## src/rtl/dm_abstract_cmd.sv

```systemverilog
// rtl/dm_abstract_cmd.sv - debug-module abstract command engine (Access Register + progbuf exec)
// Optional watchdog on the core handshakes: define DM_ABSTRACT_TIMEOUT_EN.
module dm_abstract_cmd #(
  parameter int ARG_DW      = 128,
  parameter int TIMEOUT_CYC = 1023
) (
  input  logic              CLK,
  input  logic              RST,
  input  logic              cmd_wen,
  input  logic [31:0]       cmd_wdata,
  input  logic              data_wen,
  input  logic [1:0]        data_sel,
  input  logic [31:0]       data_wdata,
  input  logic [1:0]        data_raddr,
  output logic [31:0]       data_rdata,
  input  logic [2:0]        cmderr_w1c,
  output logic              busy,
  output logic [2:0]        cmderr,
  input  logic              isHalt,
  output logic              accessReg_vaild,
  input  logic              accessReg_ready,
  output logic [15:0]       accessReg_addr,
  output logic              accessReg_wen,
  output logic [ARG_DW-1:0] accessReg_arg,
  input  logic [ARG_DW-1:0] accessReg_res,
  output logic              quickAccess_vaild,
  input  logic              quickAccess_ready,
  input  logic              isExpection
);

  typedef enum logic [1:0] {IDLE, XFER, EXEC} stateT;

  stateT       state, nextState;
  logic [31:0] dataReg [4];
  logic [15:0] regNo;
  logic [2:0]  latSize;
  logic        latWrite, latPostInc, latPostExec;

  logic [7:0]  cmdType;
  logic [2:0]  aarSize;
  logic        postInc, postExec, transfer, writeOp, badCmd, unusedCmdBit;

  assign cmdType      = cmd_wdata[31:24];
  assign unusedCmdBit = cmd_wdata[23];
  assign aarSize      = cmd_wdata[22:20];
  assign postInc      = cmd_wdata[19];
  assign postExec     = cmd_wdata[18];
  assign transfer     = cmd_wdata[17];
  assign writeOp      = cmd_wdata[16];
  assign badCmd       = (cmdType != 8'd0) ||
                        (transfer && !(aarSize == 3'd2 || aarSize == 3'd3 || aarSize == 3'd4));

  logic       errSet, accept, xferDone, timeoutHit, handshakeDone;
  logic [2:0] errCode;

  assign handshakeDone = (state == XFER && accessReg_ready) || (state == EXEC && quickAccess_ready);

`ifdef DM_ABSTRACT_TIMEOUT_EN
  localparam int CntW = $clog2(TIMEOUT_CYC + 1);
  logic [CntW-1:0] toCnt;

  // Counter reads 0 on the first cycle of each busy state, so TIMEOUT_CYC busy cycles elapse before abort.
  assign timeoutHit = (state != IDLE) && (toCnt == CntW'(TIMEOUT_CYC - 1)) && !handshakeDone;

  always_ff @(posedge CLK) begin
    if (RST || state == IDLE || nextState != state) toCnt <= '0;
    else                                             toCnt <= toCnt + 1'b1;
  end
`else
  assign timeoutHit = 1'b0;
`endif

  always_comb begin
    nextState = state;
    errSet    = 1'b0;
    errCode   = 3'd0;
    accept    = 1'b0;
    xferDone  = 1'b0;
    if (state != IDLE && (cmd_wen || data_wen)) begin
      errSet  = 1'b1;
      errCode = 3'd1;
    end
    unique case (state)
      IDLE: begin
        if (cmd_wen && cmderr == 3'd0) begin
          if (badCmd) begin
            errSet  = 1'b1;
            errCode = 3'd2;
          end else if (!isHalt) begin
            errSet  = 1'b1;
            errCode = 3'd4;
          end else begin
            accept = 1'b1;
            if (transfer)      nextState = XFER;
            else if (postExec) nextState = EXEC;
          end
        end
      end
      XFER: begin
        if (accessReg_ready) begin
          xferDone  = 1'b1;
          nextState = latPostExec ? EXEC : IDLE;
        end
      end
      EXEC: begin
        if (quickAccess_ready) begin
          nextState = IDLE;
          if (isExpection) begin
            errSet  = 1'b1;
            errCode = 3'd3;
          end
        end
      end
      default: nextState = IDLE;
    endcase
    if (timeoutHit) begin
      nextState = IDLE;
      errSet    = 1'b1;
      errCode   = 3'd7;
      xferDone  = 1'b0;
    end
  end

  always_ff @(posedge CLK) begin
    if (RST) begin
      state       <= IDLE;
      cmderr      <= 3'd0;
      regNo       <= 16'd0;
      latSize     <= 3'd0;
      latWrite    <= 1'b0;
      latPostInc  <= 1'b0;
      latPostExec <= 1'b0;
      for (int i = 0; i < 4; i++) dataReg[i] <= 32'd0;
    end else begin
      state <= nextState;
      if (errSet && cmderr == 3'd0) cmderr <= errCode;
      else                          cmderr <= cmderr & ~cmderr_w1c;
      if (data_wen && state == IDLE) dataReg[data_sel] <= data_wdata;
      if (accept) begin
        regNo       <= cmd_wdata[15:0];
        latSize     <= aarSize;
        latWrite    <= writeOp;
        latPostInc  <= postInc;
        latPostExec <= postExec;
      end
      if (xferDone) begin
        if (!latWrite) begin
          dataReg[0] <= accessReg_res[31:0];
          if (latSize != 3'd2) dataReg[1] <= accessReg_res[63:32];
          if (latSize == 3'd4) begin
            dataReg[2] <= accessReg_res[95:64];
            dataReg[3] <= accessReg_res[127:96];
          end
        end
        if (latPostInc) regNo <= regNo + 16'd1;
      end
    end
  end

  always_comb begin
    accessReg_arg = '0;
    unique case (latSize)
      3'd2:    accessReg_arg[31:0] = dataReg[0];
      3'd3:    accessReg_arg[63:0] = {dataReg[1], dataReg[0]};
      default: accessReg_arg       = {dataReg[3], dataReg[2], dataReg[1], dataReg[0]};
    endcase
  end

  assign data_rdata        = dataReg[data_raddr];
  assign busy              = (state != IDLE);
  assign accessReg_vaild   = (state == XFER);
  assign quickAccess_vaild = (state == EXEC);
  assign accessReg_addr    = regNo;
  assign accessReg_wen     = latWrite;

endmodule

```

## config.mk

```make
export PLATFORM = sky130hd
export DESIGN_NAME = dm_abstract_cmd
export DESIGN_NICKNAME = d
export VERILOG_FILES = /design/src/rtl/dm_abstract_cmd.sv
export SDC_FILE = /design/constraint.sdc
export NUM_CORES = 1
export LEC_CHECK = 0
export ABC_AREA = 0
export CORE_ASPECT_RATIO = 0.7
export CORE_MARGIN = 8
export CORE_UTILIZATION = 38
export DETAILED_ROUTE_END_ITERATION = 7
export GPL_ROUTABILITY_DRIVEN = 0
export PLACE_DENSITY = 0.84
export SLEW_MARGIN = 25
export SYNTH_ARGS = -nofsm -noshare
export SYNTH_HDL_FRONTEND = slang
export SYNTH_SLANG_ARGS = --single-unit
export TNS_END_PERCENT = 30
```

## constraint.sdc

```tcl
create_clock -name CLK -period 2.9 [get_ports CLK]
set_input_delay 0.29 -clock CLK [delete_from_list [all_inputs] [get_ports CLK]]
set_output_delay 0.29 -clock CLK [all_outputs]
set_load 0.01 [all_outputs]
```

==> flow_summary.yaml, run 1 <==
run_status:
  status: "finished, final reports clean"
cells_and_area:
  design_area_um2: 13000
  layout.nets: 1228
  multi_input_area_um2: 3610
  nFillCells: 1750
  syn_to_final_growth_pct: 56.6
  seqCellArea_um2: 4380
  fin_cells: 1318
  layout-drive-gt1-share_pct: 10.9
yosys:
  synth_area_um2: 8310
  synthesis.nets: 853
  ys_types: 57
  syn_area_per_cell_um2: 12.9
  ys_async_sr_fraction_pct: 0
  synth_cells: 645
  yosys_warnings: 0
  synth_ff_type: "edfxtp_1"
  synth_edf_count: 128
  yosysSeqAreaShare_pct: 52.7
  ys_ff_latch: 155
worst_setup_path:
  critPathCaptureType: "primary output"
  path_cells: "nand2b_2, buf_4, and2_1, clkdlybuf4s50_1"
  cpLargestDelayFamily: "buffers and inverters"
  worstPathRequired_ps: 2610
  crit_path_start_kind: "flop"
  cp_num_buf_inv: 2
  max_stage_delay_ps: 580
  critPathMaxFanout: 64
  cp.arrival_ps: 2300
  crit_type: "flop to primary output"
  crit_slowest_cell: "clkdlybuf4s50_1"
pwr:
  leakage_nw: 4.61
  p_per_area_nw_per_um2: 454
  ir_drop_v: 0.000346
route:
  wl_per_cell_um: 25.3
  wl_met3_mm: 3.48
  wl_mm: 33.4
  drc: 0
  met2_length_mm: 16.5
  drt-pass1-iter-count: 5
  wl_met1_mm: 12.9
  ant_nets: 0
  drt-initial-drc-count: 477
  viasPerCell: 5.64
  highest_layer: "met5"
  vias: 7438
die:
  rows: 45
  die_y_um: 140
  core_um2: 21600
  die_w_um: 193
  io_pins: 390
  die_area_um2: 26900
  initial_core_util_pct: 38.5
sta:
  holdWs_ps: 445
  final_hold_viol_count: 0
  final.setup.tns_ps: 0
  rsz0062_at_grt: "false"
  drv_slew: 0
  setup_viol: 0
  final.setup_skew_ps: 13.0
  fmax_mhz: 387
  worstMarginPinSlew_ps: 837
  slew_headroom_pct: 44.2
  period_share_pct: 89.2
  finalCriticalPeriod_ps: 2590
place:
  dpl_cell_area_um2: 12500
  dp_cells: 1283
  hpwl_mm: 24.5
  port_buffers: 388
worst_hold_path:
  hp-class: "input pin to flop"
global_route:
  grt_pass1_wl_mm: 48.9
  grt_max_degree: 65
  grtUsageTotal_pct: 24.0
  overflow: 0
  antenna_found_initial: 4
  grt_pass1_vias: 7787
clock_network:
  ctsResizeCount: 0
  cts.sink_count: 155
  cts_root_buffer: "clkbuf_16"
  h-tree-depth: 4
  tritoncts: "built"
  numCtsBuffers: 17
  path_clk_slew_ps: 70
  cts_hold_buf: 0
  cts_setup_buffers: 0
  cts_buffer_depth: 2
  clkLatencyLatePin_ps: 420
flow_run:
  maxCapViolCount: 0
-- stage by stage --
step | setup WS [ps] | utilization [%] | total power (W)
after global routing | 225 | 60.4 | 0.00609
after floorplan | 111 | - | 0.00301
final | 314 | 60.4 | 0.00591
after detailed placement | 370 | 57.7 | 0.00383
after global placement | 225 | 57.7 | 0.00381
after CTS | 308 | 60.3 | 0.00596
-- layout make-up --
type	instances	share of cell area (%)
Sequential cell	155	33.7
Multi-Input combinational cell	431	27.7
Tap cell	282	2.71
Inverter	6	0.173
Clock buffer	17	3.27
Timing Repair Buffer	409	31.4
Clock inverter	15	1.03
Antenna cell	3	0.0577
-- state kept, by name (all words and copies together), names as in the netlist --
signal          flops
state               2
latSize             3
accessReg_addr     16
dataReg           128
latPostInc          1
latPostExec         1
cmderr              3
accessReg_wen       1
-- Yosys cell counts (all sizes together), types with 2 or more instances --
cell     instances  area share (%)
inv              6            0.27
a31oi            3            0.23
mux4            32             8.7
and3             8            0.60
dfxtp           27             6.5
buf             30             3.0
nor3             7            0.62
o21ai            8            0.48
nand2b           5            0.38
and2            65             4.9
nor4             7             1.1
nand4b           2            0.21
nor2b           34             2.6
clkbuf          23             1.0
or3              3            0.23
nand3           14            0.90
nor3b            4            0.62
a2bb2oi          3            0.32
nand4            8            0.60
nor2            17            0.92
nand2           34             1.6
edfxtp         128              46
a31o             2            0.21
a311oi           2            0.21
a32oi            2            0.21
o311ai           2            0.42
a22o           128              13
o211a            2            0.24
a21oi           24             1.4
o211ai           5            0.45
-- final timing paths --
check / start / endpoint / slack [ps] / cells after the start
setup / recovery: latSize[2]$_SDFFE_PP0N_ / accessReg_arg[98] / 310 / 4
hold / removal: cmd_wdata[19] / latPostInc$_SDFFE_PP0N_ / 450 / 3
setup reg to reg: latSize[2]$_SDFFE_PP0N_ / dataReg[1][22]$_DFFE_PP_ / 740 / 6
hold reg to reg: latPostExec$_SDFFE_PP0N_ / latPostExec$_SDFFE_PP0N_ / 460 / 2
-- per-layer routing --
| layer | global-route usage [%] | vias up |
|---|---|---|
| li1 | - | 3314 |
| met1 | 29.0 | 3646 |
| met2 | 40.7 | 436 |
| met3 | 7.04 | 40 |
| met4 | 6.50 | 2 |
| met5 | 0 | - |
-- worst register-to-register path, cell delays in order, from the launching register on --
cell and delay [ps]:
dfxtp_1 320, nand2b_2 200, nor2_4 120, buf_4 460
nor3_1 90, or3_2 450, buf_4 260
-- cell families after synthesis --
kind of cell	count (synthesis)	share of synthesized area [%]
simple gates	212	15.7
fa+ha+maj	1	0.151
flops	155	52.7
mux	32	8.67
compound gates	185	18.3
xor+xnor	1	0.105
buf+inv	59	4.31
-- cells in the final DEF (no fill, tap or decap), types with 5 or more instances in the layout --
| master | Yosys | final |
|---|---|---|
| o211ai_1 | 5 | 5 |
| nand4_1 | 8 | 8 |
| nor2_1 | 14 | 12 |
| clkbuf_16 | 0 | 17 |
| and2_1 | 64 | 64 |
| inv_8 | 0 | 5 |
| nor3_1 | 5 | 5 |
| buf_4 | 0 | 17 |
| and3_1 | 8 | 7 |
| inv_1 | 5 | 5 |
| mux4_2 | 32 | 32 |
| clkdlybuf4s50_1 | 0 | 386 |
| nor2b_1 | 34 | 34 |
| a22o_1 | 128 | 128 |
| edfxtp_1 | 128 | 128 |
| dfxtp_1 | 27 | 27 |
| a21oi_1 | 24 | 24 |
| nand2_1 | 33 | 33 |
| nand3_1 | 13 | 13 |
-- power breakdown --
part | internal (W) | total [W] | switching, W | leakage (nW)
Combinational | 0.000711 | 0.00117 | 0.000458 | 2.87
Sequential | 0.00254 | 0.00261 | 0.0000651 | 1.46
Clock | 0.00113 | 0.00213 | 0.000997 | 0.275
Note: power is estimated with default switching activity, not from simulation.
==> run 2, diff against run 1 <==
--- a/config.mk
+++ b/config.mk
@@ -11,6 +11,7 @@
 export CORE_UTILIZATION = 38
 export DETAILED_ROUTE_END_ITERATION = 7
 export GPL_ROUTABILITY_DRIVEN = 0
+export MAX_ROUTING_LAYER = met4
 export PLACE_DENSITY = 0.84
 export SLEW_MARGIN = 25
 export SYNTH_ARGS = -nofsm -noshare
==> flow_summary.yaml, run 2 (synthesis gave the netlist of run 1 again) <==
sta:
  final.setup.tns_ps: 0
  fmax_mhz: 383
  period_share_pct: 90.1
  finalCriticalPeriod_ps: 2610
  final_hold_viol_count: 0
  rsz0062_at_grt: "false"
  slew_headroom_pct: 43.7
  final.setup_skew_ps: 12.9
  worstMarginPinSlew_ps: 845
  drv_slew: 0
  setup_viol: 0
  holdWs_ps: 428
worst_setup_path:
  worstPathRequired_ps: 2610
  crit_slowest_cell: "clkdlybuf4s50_1"
  cp_num_buf_inv: 2
  critPathCaptureType: "primary output"
  reg2reg_to: "dataReg[1][22]$_DFFE_PP_"
  cpLargestDelayFamily: "buffers and inverters"
  crit_type: "flop to primary output"
  r2r_cells: 6
  crit_path_start_kind: "flop"
  critPathMaxFanout: 64
  path_cells: "nand2b_2, buf_4, and2_1, clkdlybuf4s50_1"
  rrSetupSlack_ps: 720
  regToRegStartpoint: "latSize[2]$_SDFFE_PP0N_"
  cp.arrival_ps: 2320
  max_stage_delay_ps: 580
route:
  wl_mm: 33.4
  vias: 7407
  drt-initial-drc-count: 540
  wl_per_cell_um: 25.3
  ant_nets: 0
  drc: 0
  viasPerCell: 5.62
  drt-pass1-iter-count: 5
pwr:
  seqPwrFrac_pct: 44.1
  ir_drop_v: 0.000345
  clkPwrFrac_pct: 36.1
  switching_share_pct: 25.8
  p_per_area_nw_per_um2: 454
  power.switching_w: 0.00152
  pwr-share-comb_pct: 19.8
  leakage_nw: 4.61
  intPower_w: 0.00439
clock_network:
  path_clk_slew_ps: 70
  cts.sink_count: 155
  cts_buffer_depth: 2
  clkLatencyLatePin_ps: 420
  h-tree-depth: 4
  ctsResizeCount: 0
  tritoncts: "built"
  cts_root_buffer: "clkbuf_16"
  cts_hold_buf: 0
  cts_setup_buffers: 0
  numCtsBuffers: 17
place:
  dpl_cell_area_um2: 12500
  port_buffers: 388
  dp_cells: 1283
  hpwl_mm: 24.5
cells_and_area:
  seqCellArea_um2: 4380
  mostFrequentLayoutCells: "clkdlybuf4s50_1, a22o_1, edfxtp_1"
  fin_cells: 1319
  layout.nets: 1228
  design_area_um2: 13000
  multi_input_area_um2: 3610
  mostFrequentLayoutCell: "clkdlybuf4s50_1"
  largest-register: "dataReg"
  nFillCells: 1749
  layout-drive-gt1-share_pct: 10.9
  largest_reg_flops: 128
  syn_to_final_growth_pct: 56.6
global_route:
  overflow: 0
  grtUsageTotal_pct: 24.6
  grt_pass1_wl_mm: 48.8
  grt_max_degree: 65
  grt_pass1_vias: 7808
  antenna_found_initial: 4
die:
  die_y_um: 140
  rows: 45
  io_pins: 390
  core_um2: 21600
  die_w_um: 193
  die_area_um2: 26900
  initial_core_util_pct: 38.5
worst_hold_path:
  hold_path_end: "accessReg_wen$_SDFFE_PP0N_"
  min_path_cells: 3
  hp-class: "input pin to flop"
  worstHoldStart: "cmd_wdata[16]"
flow_run:
  maxCapViolCount: 0
run_status:
  status: "finished, final reports clean"
run 2: worst max path at each step:
stage / start / to / slack, ps / cells past startpoint
after floorplan: state[0]$_SDFFE_PP0P_ / dataReg[2][0]$_DFFE_PP_ / 110 / 5
after global placement: RST / dataReg[1][16]$_DFFE_PP_ / 220 / 4
after detailed placement: RST / dataReg[2][9]$_DFFE_PP_ / 370 / 7
after CTS: latSize[2]$_SDFFE_PP0N_ / accessReg_arg[98] / 310 / 4
after global routing: latSize[2]$_SDFFE_PP0N_ / accessReg_arg[98] / 230 / 4
final: latSize[2]$_SDFFE_PP0N_ / accessReg_arg[98] / 290 / 4
run 2: layout make-up:
type                       count  area share [%]
sequential                   155            33.7
clock inverter                15            1.03
timing repair buffer         409            31.3
antenna                        4          0.0769
inverter                       6           0.173
multi-input combinational    431            27.7
tap                          282            2.71
clock buffer                  17            3.27
run 2: worst reg2reg max path, stage by stage (launching register included):
cell	delay [ps]
dfxtp_1	320
nand2b_2	200
nor2_4	120
buf_4	470
nor3_1	90
or3_2	450
buf_4	250
run 2: per-stage QoR:
stage	power [W]	utilization, %	setup WS [ps]
finish	0.00591	60.4	287
global route	0.00609	60.4	229
floorplan	0.00301	-	111
detailed placement	0.00383	57.7	370
CTS	0.00596	60.3	308
global placement	0.00381	57.7	225
run 2: layer usage:
metal | vias up | GRT usage [%] | part of all wire (%)
met3 | 39 | 6.44 | 9.3
met5 | - | - | 0
met1 | 3635 | 29.4 | 40
met4 | 0 | 6.54 | 1.6
li1 | 3315 | - | -
met2 | 418 | 40.6 | 50
run 2: power by group through the flow:
stage	sequential [W]	combinational, W	clock (W)
global route	0.00262	0.00123	0.00224
finish	0.00261	0.00117	0.00214
detailed placement	0.00266	0.00118	0
floorplan	0.00265	0.000358	0
CTS	0.00261	0.00118	0.00217
global placement	0.00265	0.00117	0
